$ cat config.mk
export PLATFORM = sky130hd
export DESIGN_NAME = seq_divider
export DESIGN_NICKNAME = d
export VERILOG_FILES = /design/src/rtl/seq_divider.sv
export SDC_FILE = /design/constraint.sdc
export NUM_CORES = 1
export LEC_CHECK = 0
export CORE_MARGIN = 3
export CORE_UTILIZATION = 50
export CTS_BUF_LIST = sky130_fd_sc_hd__clkbuf_16
export DETAILED_ROUTE_END_ITERATION = 12
export PLACE_DENSITY = 0.76
export SYNTH_ARGS = -nofsm -noshare
export SYNTH_HDL_FRONTEND = slang
export SYNTH_SLANG_ARGS = --single-unit
$ cat constraint.sdc
create_clock -name clk -period 2.8 [get_ports clk]
set_input_delay 0.28 -clock clk [delete_from_list [all_inputs] [get_ports clk]]
set_output_delay 0.28 -clock clk [all_outputs]
set_load 0.02 [all_outputs]
$ cat src/rtl/seq_divider.sv
// Multi-cycle signed restoring divider for the Mini SRC DIV instruction.
// It produces one quotient bit per clock; quotient goes to LO and remainder to HI.
module seq_divider #(
    parameter int WIDTH = 32
) (
    input  logic             clk,
    input  logic             rst,
    input  logic             start,
    input  logic [WIDTH-1:0] dividend,
    input  logic [WIDTH-1:0] divisor,
    output logic             busy,
    output logic             done,
    output logic [WIDTH-1:0] quotient,
    output logic [WIDTH-1:0] remainder,
    output logic             div_by_zero
);

    localparam int CW = (WIDTH > 2) ? $clog2(WIDTH) : 1;
    localparam logic [CW-1:0] LAST = CW'(WIDTH - 1);

    typedef enum logic [1:0] {
        IDLE,
        CALC,
        SIGN,
        DONE
    } state_t;

    state_t          state;
    state_t          state_next;

    logic [WIDTH-1:0] quo_reg;    // dividend magnitude shifting out, quotient bits shifting in
    logic [WIDTH-1:0] rem_reg;    // partial remainder
    logic [WIDTH-1:0] den_mag;    // divisor magnitude
    logic [CW-1:0]    count;
    logic             sign_num;
    logic             sign_den;

    logic             start_ok;
    logic             den_zero;
    logic [WIDTH-1:0] dividend_mag;
    logic [WIDTH-1:0] divisor_mag;
    logic [WIDTH:0]   rem_shift;
    logic [WIDTH:0]   trial;
    logic [WIDTH-1:0] rem_step;
    logic [WIDTH-1:0] quo_step;

    assign start_ok = start && ((state == IDLE) || (state == DONE));
    assign den_zero = (divisor == '0);

    assign busy = (state == CALC) || (state == SIGN);
    assign done = (state == DONE);

    // The most-negative value negates to itself, which read unsigned is exactly 2^(WIDTH-1).
    assign dividend_mag = dividend[WIDTH-1] ? -dividend : dividend;
    assign divisor_mag  = divisor[WIDTH-1]  ? -divisor  : divisor;

    // One restoring step: the extra top bit of the trial difference is the borrow.
    always_comb begin
        // NOTE: every signal written here gets a value on every path, so no latch is inferred.
        rem_shift = {rem_reg, quo_reg[WIDTH-1]};
        trial     = rem_shift - {1'b0, den_mag};
        quo_step  = {quo_reg[WIDTH-2:0], ~trial[WIDTH]};
        rem_step  = trial[WIDTH] ? rem_shift[WIDTH-1:0] : trial[WIDTH-1:0];
    end

    always_ff @(posedge clk) begin
        // NOTE: registered state uses non-blocking assignments so all flops update together.
        if (rst) state <= IDLE;
        else     state <= state_next;
    end

    always_comb begin
        state_next = state;
        case (state)
            IDLE, DONE: begin
                if (start_ok) state_next = den_zero ? DONE : CALC;
                else          state_next = IDLE;
            end
            CALC:    if (count == LAST) state_next = SIGN;
            SIGN:    state_next = DONE;
            default: state_next = IDLE;
        endcase
    end

    always_ff @(posedge clk) begin
        if (rst) begin
            quo_reg     <= '0;
            rem_reg     <= '0;
            den_mag     <= '0;
            count       <= '0;
            sign_num    <= 1'b0;
            sign_den    <= 1'b0;
            quotient    <= '0;
            remainder   <= '0;
            div_by_zero <= 1'b0;
        end else begin
            case (state)
                IDLE, DONE: begin
                    if (start_ok) begin
                        if (den_zero) begin
                            quotient    <= '1;
                            remainder   <= dividend;
                            div_by_zero <= 1'b1;
                        end else begin
                            quo_reg  <= dividend_mag;
                            den_mag  <= divisor_mag;
                            rem_reg  <= '0;
                            count    <= '0;
                            sign_num <= dividend[WIDTH-1];
                            sign_den <= divisor[WIDTH-1];
                        end
                    end
                end
                CALC: begin
                    quo_reg <= quo_step;
                    rem_reg <= rem_step;
                    count   <= count + 1'b1;
                end
                SIGN: begin
                    // Truncation toward zero: the remainder follows the dividend's sign.
                    quotient    <= (sign_num ^ sign_den) ? -quo_reg : quo_reg;
                    remainder   <= sign_num ? -rem_reg : rem_reg;
                    div_by_zero <= 1'b0;
                end
                default: ;
            endcase
        end
    end

endmodule

Yosys cells after proc, flatten, opt, wreduce, memory -nomap -nowiden

Cells that the tools add are included.

Word-level logic and storage cells: 65
Register bits: 170
Output and inout bits: 67
Input bits: 67

Mux-type cells: 27
Add/sub/neg operators: 6
Bitwise logic cells: 3
Equality and inequality tests: 8
Reduce and logical (&&, ||, !) cells: 11

Operators with widths:

| cell                | count |
|---|---|
| $mux 32             | 13 |
| $pmux 32 s2         | 4 |
| $neg 32->32         | 4 |
| $sub 33x32->33      | 1 |
| $logic_not 32->1    | 1 |
| $mux 5              | 2 |
| $pmux 5 s2          | 1 |
| $reduce_and 3->1    | 3 |
| $mux 2              | 3 |
| $ne 2x2->1 const B  | 3 |
| $pmux 2 s3          | 1 |
| $add 5x1->5 const B | 1 |
| $eq 5x5->1 const B  | 1 |
| $eq 2x2->1 const B  | 2 |
| $reduce_bool 2->1   | 2 |
| $eq 2x1->1 const B  | 1 |
| $logic_not 2->1     | 1 |
| $logic_or 1x1->1    | 2 |
| $mux 1              | 2 |
| $ne 2x1->1 const B  | 1 |
| $not 1->1           | 2 |
| $pmux 1 s2          | 1 |
| $reduce_or 2->1     | 1 |
| $logic_and 1x1->1   | 1 |
| $xor 1x1->1         | 1 |

Logic depth before layout (Yosys ltp)

Word-level depth: 5
Gate-level depth with buffers: 14
Gate-level depth less buffers: 12

Least setup slack after synthesis

No wires, ideal clock.

Path type: register to register
Start point: register quo_reg[31]
End point: register rem_reg[30]
Period minus slack after synthesis: 2.857 ns
Setup time: 0.117 ns
Arrival: 2.740 ns
Setup slack: -0.057 ns
Buffers on the path: 2
Stages on the path, launching flop included: 15
Required time: 2.683 ns
Cells stage by stage: dfxtp_1 -> inv_1 -> ha_1 -> fa_1 -> nand2b_1 -> a21oi_1 -> o21ai_1 -> o21ai_0 -> a21oi_1 -> a211o_1 -> buf_4 -> nor2_4 -> buf_4 -> o21ai_0 -> a22o_1

Word-level cells in the longest chain between the ends: 3

RTL lines:

| item                   | line | RTL |
|---|---|---|
| start, declared        | 31   | `logic [WIDTH-1:0] quo_reg;` |
| start signal, assigned | 105  | `quo_reg <= dividend_mag;` |
| start signal, assigned | 115  | `quo_reg <= quo_step;` |
| $sub 33x32->33         | 61   | `trial = rem_shift - {1'b0, den_mag};` |
| $mux 32                | 63   | `rem_step = trial[WIDTH] ? rem_shift[WIDTH-1:0] : trial[WIDTH-1:0];` |
| $pmux 32 s2            | 97   | `case (state)` |
| end signal, assigned   | 116  | `rem_reg <= rem_step;` |
| end, declared          | 32   | `logic [WIDTH-1:0] rem_reg;` |

No other way between the ends.
A chain may end at the register's enable or synchronous reset.

Worst setup path in the final report

Start point: register den_mag[0]
End point: register rem_reg[12]

Word-level cells in the longest chain between the ends: 3

RTL lines:

| item                   | line | RTL |
|---|---|---|
| start, declared        | 33   | `logic [WIDTH-1:0] den_mag;` |
| start signal, assigned | 106  | `den_mag <= divisor_mag;` |
| $sub 33x32->33         | 61   |  |
| $mux 32                | 63   |  |
| $pmux 32 s2            | 97   |  |

No other way between the ends.

==> summary.txt <==
Clock tree
  • Post-CTS Hold Fix Bufs: 0
  • CTS tree: yes
  • CTS clk-pin slew, worst paths: 0.08 ns
  • CTS Root Buffer Type: clkbuf_16
  • TritonCTS Buffers: 17
  • Worst-case clock buffer depth: 2
  • Clock sink count: 170
  • H-tree depth: 4
  • Worst-skew pair later-pin latency: 0.44 ns

Synthesis
  • Cells after synthesis: 1394
  • Synth top area cells: dfxtp_1 (31%), xor2_1 (6.6%), xnor2_1 (5.1%)
  • Post-synth EDFFs: 0
  • Syn_area_per_cell: 7.93 sq um
  • Sequential element share of the synthesized area: 30.8%
  • Unique masters post-synth: 73
  • Post-synthesis register bit count: 170
  • Async set or reset register ratio after synthesis: 0%
  • Mapped Nets: 1503
  • Synth top area share: 30.8%
  • Area leader, netlist: dfxtp_1
  • Ys flop type: dfxtp_1
  • Synth warn: 0
  • Post-synthesis cell area: 11100 sq um

Timing
  • Period minus WS final: 2.84 ns
  • Hold WS: 0.227 ns
  • Final setup vio count: 8
  • Ratio of final minimum period to clock period: 102%
  • Slew Viols, Final: 0
  • Hold Vio Cnt, Final: 0
  • Slew @ Worst Pin: 0.823 ns
  • Headroom to the max-slew limit: 44.7%
  • Max Clk Rate: 0.352 GHz
  • Unrepaired setup endpoints after global routing: true
  • Setup Skew: 0.0139 ns
  • Setup WS post-layout: -0.0443 ns

Power and ir drop
  • Pwr dens: 795 nW/um^2
  • Switching part of the total power: 41.2%
  • LEAKAGE: 5.91 nW
  • Flop pwr share: 27.7%
  • Combinational power share: 49.9%
  • Maximum VDD drop: 0.420 mV
  • Tot Pwr: 11.9 mW
  • P_sw: 4.90 mW
  • Clk pwr share: 22.4%
  • Internal Power: 7.00 mW

Final layout
  • Area of the multi-input gates: 7390 sq um
  • Ratio of cells with drive above 1 in the final layout: 18.6%
  • Final core utilization: 70.1%
  • Final std cells w/o fill: 1933
  • Final instance area: 15000 sq um
  • Most common cell after layout, fill and taps aside: buf_4
  • Total Nets Final: 1754
  • Most frequent cells in the layout: buf_4 (174), dfxtp_1 (160), nand2_1 (145)
  • Antenna cells: 0
  • Area grow syn2layout: 35.4%
  • Reg area: 3420 sq um
  • # fillers: 1679

Detailed routing
  • Final wirelength: 33400 microns
  • Initial DRC Count: 950
  • Post-route ant nets: 0
  • Pre-antenna DRT Iters: 7
  • DR vias: 11500
  • DRC: 0
  • Vias per cell: 5.94
  • DR WL/cell: 17.3 microns

Critical path
  • Slowest Stage Delay on Critical Path: 0.39 ns
  • Internal reg-to-reg setup slack: -0.04 ns
  • Worst-case reg-to-reg path depth: 12
  • Worst-path cell with the longest stage delay: fa_2
  • Crit end category: register
  • Launch point of the worst reg-to-reg path: den_mag[0]
  • Crit Path Class: reg2reg
  • CP Data Required Time: 3.11 ns
  • Worst Path Arrival: 3.16 ns
  • R2r endpoint: rem_reg[12]
  • Worst Setup Start Kind: register
  • CP max FO: 6
  • CP Cell Sequence: ha_4, fa_2, nand2b_4, a21oi_4, o21ai_4, o21ai_2, a21oi_2, a211o_1, nor2_4, clkbuf_16, mux2i_1, o21ai_1

Placement
  • Placed cell count: 1889
  • Area post-placement: 13900 sq um
  • Count of input and output buffers: 133
  • Routability cong.: 0.930
  • Detailed placement HPWL: 24600 microns

Hold path
  • Hold wc startpoint: rst
  • Min-Delay Path Class: in2reg
  • Hold EP: quotient[21]
  • Worst Hold Depth: 2

Floorplanning
  • Die X-Extent: 155 microns
  • Site row count: 53
  • Total I/O pin count: 134
  • Full die area: 23900 sq um
  • DIE HEIGHT: 155 microns
  • Initial Utilization: 51.8%
  • Core ar.: 21400 sq um

Global route
  • Vias in the first global route: 10700
  • Largest net degree at the start of global routing: 61
  • First-pass GRT wire length: 52600 microns
  • Overall Global Routing Usage: 26.4%
  • Initial antenna violation count: 0
  • GRT overflow: 0

Run status
  • Failing checks: setup timing
  • Status: finished with violations

Run
  • Max_cap viols: 0
==> area by class of cell <==
type | instances | area share, %
Timing Repair Buffer | 324 | 19.7
Clock inverter | 15 | 1.57
Inverter | 55 | 1.38
Tap cell | 275 | 2.30
Clock buffer | 17 | 2.84
Sequential cell | 170 | 22.8
Multi-Input combinational cell | 1077 | 49.4
==> per-stage QoR <==
stage	TNS, ns	setup slack (ns)
floorplan	0	0.0181
global placement	-4.02	-0.465
detailed placement	-10.52	-0.462
CTS	0	0.0133
global route	-3.04	-0.169
finish	-0.150	-0.0443
==> layer usage <==
metal | wire, microns | global-route usage, % | vias to the layer above
met2 | 16600 | 46.6 | 446
li1 | - | - | 5591
met1 | 13900 | 33.1 | 5356
met5 | 0 | 0 | -
met3 | 1900 | 3.22 | 86
met4 | 1030 | 9.67 | 0
==> cell families after synthesis <==
logic type	share of synthesized area, %
simple gates	19.2
compound gates	26.1
flops	30.8
xor+xnor	11.6
buf+inv	5.34
fa+ha+maj	4.82
mux	2.08
==> timing repair <==
action                     in CTS  in global routing
pin swaps                       7                 37
cloned                          0                  1
buffers inserted                2                  9
setup endpoints to repair      34                 46
hold endpoints to repair        0                  0
gates resized for setup        14                 77
==> power by group through the flow <==
| stage | Combinational [mW] | Sequential [mW] | Clock (mW) |
|---|---|---|---|
| finish | 5.94 | 3.30 | 2.67 |
| global route | 6.48 | 3.36 | 2.78 |
| CTS | 5.72 | 3.28 | 2.68 |
| detailed placement | 5.59 | 3.33 | 0 |
| global placement | 5.46 | 3.31 | 0 |
| floorplan | 3.49 | 3.40 | 0 |
==> worst max-delay path, delay by kind of cell, from the launching register on <==
kind                       cells  cell delay (ns)
buffers and inverters          1             0.23
and+or+nand+nor                2             0.45
muxes                          1             0.20
AOI/OAI and AO/OA              6             0.90
DFF                            1             0.36
adders and majority gates      2             0.58
==> cells in the mapped netlist (22+ instances only) <==
cell	count
dfxtp_1	170
nand2_1	147
nor2_1	143
o21ai_0	92
a21oi_1	89
xor2_1	83
clkbuf_1	67
xnor2_1	64
inv_1	55
a211oi_1	51
ha_1	41
o31ai_1	30
nand3_1	25
nor3_1	25
mux2i_1	23
o211ai_1	22
==> worst max-delay path by stage <==
stage | from | to | slack [ns] | cells past startpoint
2_1_floorplan | rem_reg[28] | rem_reg[28] | 0.02 | 12
3_3_place_gp | dividend[13] | quo_reg[31] | -0.46 | 9
3_5_place_dp | dividend[13] | quo_reg[31] | -0.46 | 9
4_1_cts | quo_reg[31] | rem_reg[10] | 0.01 | 13
5_1_grt | quo_reg[31] | rem_reg[14] | -0.17 | 13
6_report | den_mag[0] | rem_reg[12] | -0.04 | 12
(Power assumes the default switching activity.)
